<file path="src/rtl/Modules_pkg.sv">
// Shared FP types and constants for the arithmetic units and the rounding stage.
// Latency: n/a (types and constants only).
// Backpressure: n/a.
package Modules_pkg;

  localparam int XLEN = 32;

  // IEEE-754 single precision
  typedef struct packed {
    logic        sign;
    logic [7:0]  exponent;
    logic [22:0] mantissa;
  } float_t;

  // Unrounded producer result: 23 fraction bits followed by guard, round, sticky
  typedef struct packed {
    logic        sign;
    logic [7:0]  exponent;
    logic [25:0] mantissa;
  } round_float_t;

  // RISC-V fflags ordering, NV in the top bit
  typedef struct packed {
    logic nv;
    logic dz;
    logic of;
    logic uf;
    logic nx;
  } fflags_t;

  typedef enum logic [2:0] {
    RNE = 3'b000,
    RTZ = 3'b001,
    RDN = 3'b010,
    RUP = 3'b011,
    RMM = 3'b100
  } round_mode_e;

  typedef enum logic {
    FREE = 1'b0,
    BUSY = 1'b1
  } fu_state_e;

  localparam logic [XLEN-1:0] P_INFTY       = 32'h7F80_0000;
  localparam logic [XLEN-1:0] N_INFTY       = 32'hFF80_0000;
  localparam logic [XLEN-1:0] MAX_FINITE    = 32'h7F7F_FFFF;
  localparam logic [XLEN-1:0] CANONICAL_NAN = 32'h7FC0_0000;

endpackage

</file>
<file path="src/rtl/fp_round_incr.sv">
// Rounding-increment decision for one fraction LSB given guard/round/sticky and mode.
// Latency: purely combinational.
// Backpressure: none.
module fp_round_incr
  import Modules_pkg::*;
(
  input  logic        sign,
  input  logic        lsb,
  input  logic        g,
  input  logic        r,
  input  logic        s,
  input  round_mode_e mode,
  output logic        inc,
  output logic        inexact
);

  // Any discarded bit makes the result inexact; the mode decides whether to bump the LSB
  always_comb begin
    inexact = g | r | s;
    inc     = 1'b0;
    case (mode)
      RNE:     inc = g & (r | s | lsb);
      RTZ:     inc = 1'b0;
      RDN:     inc = sign & inexact;
      RUP:     inc = ~sign & inexact;
      RMM:     inc = g;
      default: inc = g & (r | s | lsb);
    endcase
  end

endmodule

</file>
<file path="src/rtl/fp_round_unit.sv">
// Single-precision rounding stage: applies the rounding mode, post-round carry, overflow/underflow and fflags.
// Latency: valid_o pulses 3 enabled cycles after the cycle valid_i is accepted; one op per 4 cycles.
// Backpressure: none; valid_i is only sampled while FREE (IDLE). Macro FP_ROUND_ALL_MODES_EN enables rm_i decoding.
module fp_round_unit
  import Modules_pkg::*;
(
  input  logic        clk_i,
  input  logic        rst_i,
  input  logic        clk_en_i,
  input  logic        valid_i,
  input  logic [34:0] operand_i,
  input  logic [2:0]  rm_i,
  input  logic        overflow_i,
  input  logic        underflow_i,
  input  logic        invalid_op_i,
  output logic [31:0] result_o,
  output logic [4:0]  fflags_o,
  output logic        valid_o,
  output fu_state_e   fu_state_o
);

  typedef enum logic [1:0] {IDLE, ROUND, FINALIZE, VALID} state_e;

  state_e       state, state_nxt;
  round_float_t op_q;
  logic         ovf_q, unf_q, inv_q;
  logic [23:0]  sum_q;
  logic         nx_q;
  logic         accept;
  round_mode_e  mode;
  logic         bad_rm;
  logic         inc, inexact;
  float_t       res_d;
  fflags_t      flags_d;

  assign accept     = clk_en_i && (state == IDLE) && valid_i;
  assign fu_state_o = (state == IDLE) ? FREE : BUSY;

`ifdef FP_ROUND_ALL_MODES_EN
  logic [2:0] rm_q;

  // Capture the requested mode alongside the operand
  always_ff @(posedge clk_i) begin
    if (rst_i)       rm_q <= 3'b000;
    else if (accept) rm_q <= rm_i;
  end

  // Reserved encodings fall back to RNE and are reported as invalid
  assign bad_rm = (rm_q > 3'd4);
  assign mode   = bad_rm ? RNE : round_mode_e'(rm_q);
`else
  logic unused_rm;
  assign unused_rm = ^rm_i;
  assign bad_rm    = 1'b0;
  assign mode      = RNE;
`endif

  // State register; clk_en_i low freezes the FSM
  always_ff @(posedge clk_i) begin
    if (rst_i)         state <= IDLE;
    else if (clk_en_i) state <= state_nxt;
  end

  // Fixed four-step sequence, leaving IDLE only on a presented operand
  always_comb begin
    state_nxt = state;
    case (state)
      IDLE:     if (valid_i) state_nxt = ROUND;
      ROUND:    state_nxt = FINALIZE;
      FINALIZE: state_nxt = VALID;
      VALID:    state_nxt = IDLE;
      default:  state_nxt = IDLE;
    endcase
  end

  // Operand and producer flags are held for the whole operation
  always_ff @(posedge clk_i) begin
    if (rst_i) begin
      op_q  <= '0;
      ovf_q <= 1'b0;
      unf_q <= 1'b0;
      inv_q <= 1'b0;
    end else if (accept) begin
      op_q  <= operand_i;
      ovf_q <= overflow_i;
      unf_q <= underflow_i;
      inv_q <= invalid_op_i;
    end
  end

  fp_round_incr u_incr (
    .sign    (op_q.sign),
    .lsb     (op_q.mantissa[3]),
    .g       (op_q.mantissa[2]),
    .r       (op_q.mantissa[1]),
    .s       (op_q.mantissa[0]),
    .mode    (mode),
    .inc     (inc),
    .inexact (inexact)
  );

  // ROUND: keep the 24-bit sum so the carry out of the fraction is visible later
  always_ff @(posedge clk_i) begin
    if (rst_i) begin
      sum_q <= '0;
      nx_q  <= 1'b0;
    end else if (clk_en_i && state == ROUND) begin
      sum_q <= {1'b0, op_q.mantissa[25:3]} + {23'd0, inc};
      nx_q  <= inexact;
    end
  end

  logic is_nan, is_inf, ovf_case, nan_case;
  assign is_nan   = (op_q.exponent == 8'hFF) && (op_q.mantissa[25:3] != 23'd0);
  assign is_inf   = (op_q.exponent == 8'hFF) && (op_q.mantissa[25:3] == 23'd0);
  assign nan_case = inv_q || is_nan;
  assign ovf_case = ovf_q || (sum_q[23] && op_q.exponent == 8'hFE);

  // FINALIZE result selection, highest priority first
  always_comb begin
    res_d   = '0;
    flags_d = '0;
    if (nan_case) begin
      res_d      = CANONICAL_NAN;
      flags_d.nv = inv_q;
    end else if (is_inf) begin
      res_d = {op_q.sign, op_q.exponent, op_q.mantissa[25:3]};
    end else if (ovf_case) begin
      flags_d.of = 1'b1;
      flags_d.nx = 1'b1;
      case (mode)
        RTZ:     res_d = {op_q.sign, MAX_FINITE[30:0]};
        RDN:     res_d = op_q.sign ? N_INFTY : MAX_FINITE;
        RUP:     res_d = op_q.sign ? {1'b1, MAX_FINITE[30:0]} : P_INFTY;
        default: res_d = op_q.sign ? N_INFTY : P_INFTY;
      endcase
    end else if (unf_q || op_q.exponent == 8'h00) begin
      // Flush to signed zero; no subnormal support
      res_d      = {op_q.sign, 31'd0};
      flags_d.uf = (|op_q.mantissa) | unf_q;
      flags_d.nx = (|op_q.mantissa) | unf_q;
    end else begin
      res_d      = {op_q.sign, op_q.exponent + {7'd0, sum_q[23]}, sum_q[22:0]};
      flags_d.nx = nx_q;
    end
    if (!nan_case) flags_d.nv = bad_rm;
  end

  // Outputs load in FINALIZE and hold until the next one; valid_o marks the VALID cycle
  always_ff @(posedge clk_i) begin
    if (rst_i) begin
      result_o <= '0;
      fflags_o <= '0;
      valid_o  <= 1'b0;
    end else if (clk_en_i) begin
      valid_o <= (state == FINALIZE);
      if (state == FINALIZE) begin
        result_o <= res_d;
        fflags_o <= flags_d;
      end
    end
  end

endmodule
</file>
<file path="config.mk">
export PLATFORM = sky130hd
export DESIGN_NAME = fp_round_unit
export DESIGN_NICKNAME = d
export VERILOG_FILES = /design/src/rtl/Modules_pkg.sv /design/src/rtl/fp_round_incr.sv /design/src/rtl/fp_round_unit.sv
export SDC_FILE = /design/constraint.sdc
export NUM_CORES = 1
export LEC_CHECK = 0
export ABC_AREA = 1
export CAP_MARGIN = 10
export CORE_MARGIN = 2
export CORE_UTILIZATION = 50
export CTS_CLUSTER_DIAMETER = 200
export DETAILED_ROUTE_END_ITERATION = 10
export PLACE_DENSITY = 0.76
export SLEW_MARGIN = 10
export SYNTH_ARGS = -nofsm -noshare
export SYNTH_HDL_FRONTEND = slang
export SYNTH_HIERARCHICAL = 1
export SYNTH_SLANG_ARGS = --single-unit
</file>
<file path="constraint.sdc">
create_clock -name clk_i -period 3.89 [get_ports clk_i]
set_clock_uncertainty 0.15 [all_clocks]
set_input_delay 0.389 -clock clk_i [delete_from_list [all_inputs] [get_ports clk_i]]
set_output_delay 0.389 -clock clk_i [all_outputs]
set_load 0.05 [all_outputs]
</file>
# Word level (Yosys, flattened, before mapping)
# Cells that the tools add are included.
# totals
register_bits	102
in_bits	45
output_inout_bits	39
word_cells	58
# op_classes
n_addsub	2
n_eq_ne	6
muxes	16
bitwise	6
reduce_logical	16
# ops
op	n
two-way mux 32 bit	4
two-way mux 31 bit	1
OR reduction 26 bit	1
adder 23 x 1 -> 24 bit	1
logical NOT 23 bit	1
nonzero test 23 bit	1
equality test 8 bit, second input constant	2
adder 8 x 1 -> 8 bit	1
logical NOT 8 bit	1
one-hot mux 2 bit (4 select lines)	1
two-way mux 1 bit	7
logical AND 1 bit	6
two-way mux 3 bit	2
bitwise OR 1 bit	5
equality test 2 bit, second input constant	2
AND reduction 2 bit	2
logical OR 1 bit	3
equality test 2 x 1 -> 1 bit, second input constant	1
logical NOT 2 bit	1
two-way mux 2 bit	1
inequality test 2 bit, second input constant	1
AND 1 bit	1

# Longest topological paths before layout
# depth
word_depth	6
ltp_mapped	16
mapped_depth_nobuf	16

# Cells and area by module
# Netlist, hierarchy kept.
# by_module_without_submodules
module	n_inst	cells_each	area_each_um2	seq_area_each_um2
fp_round_unit	1	730	5026.1	2042.0
fp_round_incr	1	20	85.1	0.0

# Least setup slack after synthesis
# No wires, ideal clock.
# synth_path
kind	reg2reg
from	reg op_q[0] (netlist bit)
to	reg sum_q[14]
setup_time_ns	0.116
arrival_ns	1.725
required_ns	3.624
setup_slack_ns	1.898
path_stages_with_launch	16
path_buffers	0
synth_period_minus_slack_ns	1.992
cell_sequence	dfxtp_1 inv_1 nand2_1 nor2_1 nand2_1 nand2_1 nand2_1 ha_1 ha_1 nand3_1 inv_1 nand3_1 o21ai_0 nand3_1 o211ai_1 inv_1
# synth_via
elab_chain_cells	4
# synth_rtl
item	line_no	source
from (decl)	fp_round_unit.sv:25	round_float_t op_q;
from (signal assigned)	fp_round_unit.sv:84	op_q <= operand_i;
bitwise OR 1 bit (2 in series)	-	
AND 1 bit	-	
net inc	fp_round_unit.sv:32	logic inc, inexact;
adder 23 x 1 -> 24 bit	fp_round_unit.sv:108	sum_q <= {1'b0, op_q.mantissa[25:3]} + {23'd0, inc};
to (signal assigned)	fp_round_unit.sv:108	
to (decl)	fp_round_unit.sv:27	logic [23:0] sum_q;
# The timed path passes the listed nets, and every way through them passes these cells.
# A chain may end at the register's enable or synchronous reset.

# Worst setup path in the final report
# layout_path
from	reg state[0]
to	out fu_state_o
# layout_via
elab_chain_cells	2
# layout_rtl
item	line_no	source
from (decl)	fp_round_unit.sv:24	state_e state, state_nxt;
from (signal assigned)	fp_round_unit.sv:61	else if (clk_en_i) state <= state_nxt;
logical NOT 2 bit	fp_round_unit.sv:37	assign fu_state_o = (state == IDLE) ? FREE : BUSY;
two-way mux 1 bit	fp_round_unit.sv:37	
to (decl)	fp_round_unit.sv:19	output fu_state_e fu_state_o
# Every way passes these cells.

==> impl_results.md <==
- Outcome: complete, no violations
- Fmax: 398 MHz
- CTS Sinks: 102
- Buffers on Ports: 79
- Resized Gates After CTS: 0
- Final Cell Area: 6190 um^2
- CP Class: reg -> out
- Area leader, netlist: dfxtp_1
- Setup TNS: 0 ns
- Post-Place Cells: 937
- Seq cells post-synth: 102
- GRT Total Usage: 24.1%
- I/O Pins: 84
- CTS root buffer: clkbuf_8
- Commonest cells post-synth: 166 x nand2_1, 102 x dfxtp_1, 95 x nor2_1, 82 x inv_1, 72 x o21ai_0
- Final Max Tran Viols: 0
- Drt pass-1 iters: 5
- Fin. Hold Viols: 0
- Setup crit start kind: register
- Clock Latency Late Sink: 0.37 ns
- Filler cells: 911
- Crit end category: output port
- Most frequent cell after synthesis: nand2_1
- CTS tree: done
- Most used DFF post-synth: dfxtp_1
- Largest net degree at the start of global routing: 55
- Share of cells above drive strength 1: 6.59%
- Share of the synthesized area in the top cell type: 40.0%
- RSZ-0062 raised after global routing: no
- Clock transition at path regs: 0.09 ns
- Vias in the first global route: 4,406
- Post-synth cell types: 30
- Residual DRC count: 0
- Post-layout nets: 868
- Mapped Cells: 750
- Top cells by area, synth: dfxtp_1 40%, nand2_1 12%, o21ai_0 7.1%
- Final period util: 64.6%
- Critical Path RT: 3.35 ns
- Fin cells: 953
- Post-CTS setup buffers: 0
- GPL Wtd Cong: 0.866
- Width of the chip: 105 um
- Final antenna-violating net count: 0
- Critical path data arrival time: 1.97 ns
- Clock buffer count from CTS: 9
- Slew headroom: 50.6%
- Post-synth EDFFs: 0
- Multi-input gate area: 2610 um^2
- Vias: 4,866
- Number of H-tree levels: 3
- Hold Crit Class: reg -> reg
- Initial antenna violation count: 0
- Critical Path Fanout Max: 4
- P&R area growth vs syn: 21.1%
- Setup-failing EPs final: 0
- GRT overflow: 0
- Avg Inst Size Synth: 6.81 um^2
- Worst-Margin Slew: 0.739 ns
- PnR Total Power: 2.37 mW
- CTS Hold Bufs: 0
- Die footprint: 11,000 um^2
- Register area share after synthesis: 40.0%
- DIE HEIGHT: 105 um
- Dpl hpwl: 9490 um
- VDD IR max: 0.194 mV
- CTS Buffer Depth: 2
- First-pass GRT wire length: 21,400 um
- Antenna cells: 0
- Drt wl/cell: 13.5 um
- Number of max-cap violations: 0
- FF/Latch Area: 2040 um^2
- Via/cell ratio: 5.11
- Asr flop ratio synth: 0%
- Power Density: 382 nW/um^2
- Worst slack at placement: 1.17 ns
- Row count: 36
- Synth warnings: 6
- Fin Hold WS: 0.326 ns
- Synthesized area: 5110 um^2
- Initial Util: 51.8%
- Post-Route WL: 12,800 um
- Instance area at placement: 5950 um^2
- Final worst setup slack: 1.38 ns
- Minimum clock period: 2.51 ns
- Initial DRC Count: 287
- Leak pwr: 2.54 nW
- Core box area: 9860 um^2
- Post-layout util: 62.8%
layout make-up:
| class | count | area share (%) |
|---|---|---|
| clock inverters | 4 | 1.25 |
| well taps | 133 | 2.69 |
| repair buffers | 85 | 13.4 |
| flip-flops and latches | 102 | 33.0 |
| clock buffers | 12 | 2.51 |
| multi-input cells | 534 | 42.1 |
| inverters | 83 | 5.05 |
cells by family (layout without fill, tap and decap cells):
group	count (synthesis)	in the layout	synth area share [%]
adders and majority gates	8	8	1.96
DFF	102	102	40.0
buffers and inverters	122	184	9.89
other	1	9	0.0734
and+or+nand+nor	352	352	29.6
xor gates and xnor gates	9	9	1.54
AOI/OAI and AO/OA	156	156	17.0
critical path, cell delays in order, from the launching register on:
cell and delay, ns:
dfxtp_1 0.35, inv_1 0.09, ha_1 0.23, inv_1 0.11, clkdlybuf4s50_1 0.82
sequential cells by signal, indices dropped and copies added (netlist names):
signal and flops:
op_q 35, result_o 32, sum_q 24, fflags_o 4, state 2, inv_q 1, nx_q 1, ovf_q 1
unf_q 1, valid_o 1
path summary, 6_finish.rpt:
path / slack, ns / cells past startpoint / startpoint / end
worst min-delay path: 0.33 / 2 / result_o[1] / result_o[1]
worst max register to register: 1.41 / 15 / op_q[0] / sum_q[14]
worst max-delay path: 1.38 / 4 / state[0] / fu_state_o
worst min register to register: 0.33 / 2 / result_o[1] / result_o[1]
cells in the final DEF, fill, tap and decap left out, drive strengths merged:
| cell | netlist | final |
|---|---|---|
| nand2 | 168 | 168 |
| dfxtp | 102 | 102 |
| nor2 | 100 | 100 |
| inv | 82 | 83 |
| clkdlybuf4s50 | 0 | 78 |
| a21oi | 77 | 77 |
| o21ai | 72 | 72 |
| nand3 | 60 | 60 |
| nand4 | 15 | 15 |
| clkbuf | 25 | 12 |
| conb | 1 | 9 |
| xor2 | 8 | 8 |
| ha | 8 | 8 |
| buf | 14 | 7 |
| nor3 | 7 | 7 |
| o211ai | 5 | 5 |
| a211oi | 2 | 2 |
| bufinv | 0 | 2 |
| clkinv | 1 | 2 |
| xnor2 | 1 | 1 |
| nand3b | 1 | 1 |
| or2 | 1 | 1 |
layer usage:
layer	wire [um]	GRT usage [%]	part of all wire, %
met1	6500	35.7	51
met2	5470	36.1	43
met3	627	2.81	4.9
met4	227	8.00	1.8
met5	0	0	0
where the power goes:
group | internal [mW] | total [mW] | switching (mW)
Combinational | 0.148 | 0.430 | 0.282
Sequential | 1.11 | 1.16 | 0.0553
Clock | 0.402 | 0.777 | 0.375
Total | 1.66 | 2.37 | 0.712
(Power assumes the default switching activity.)
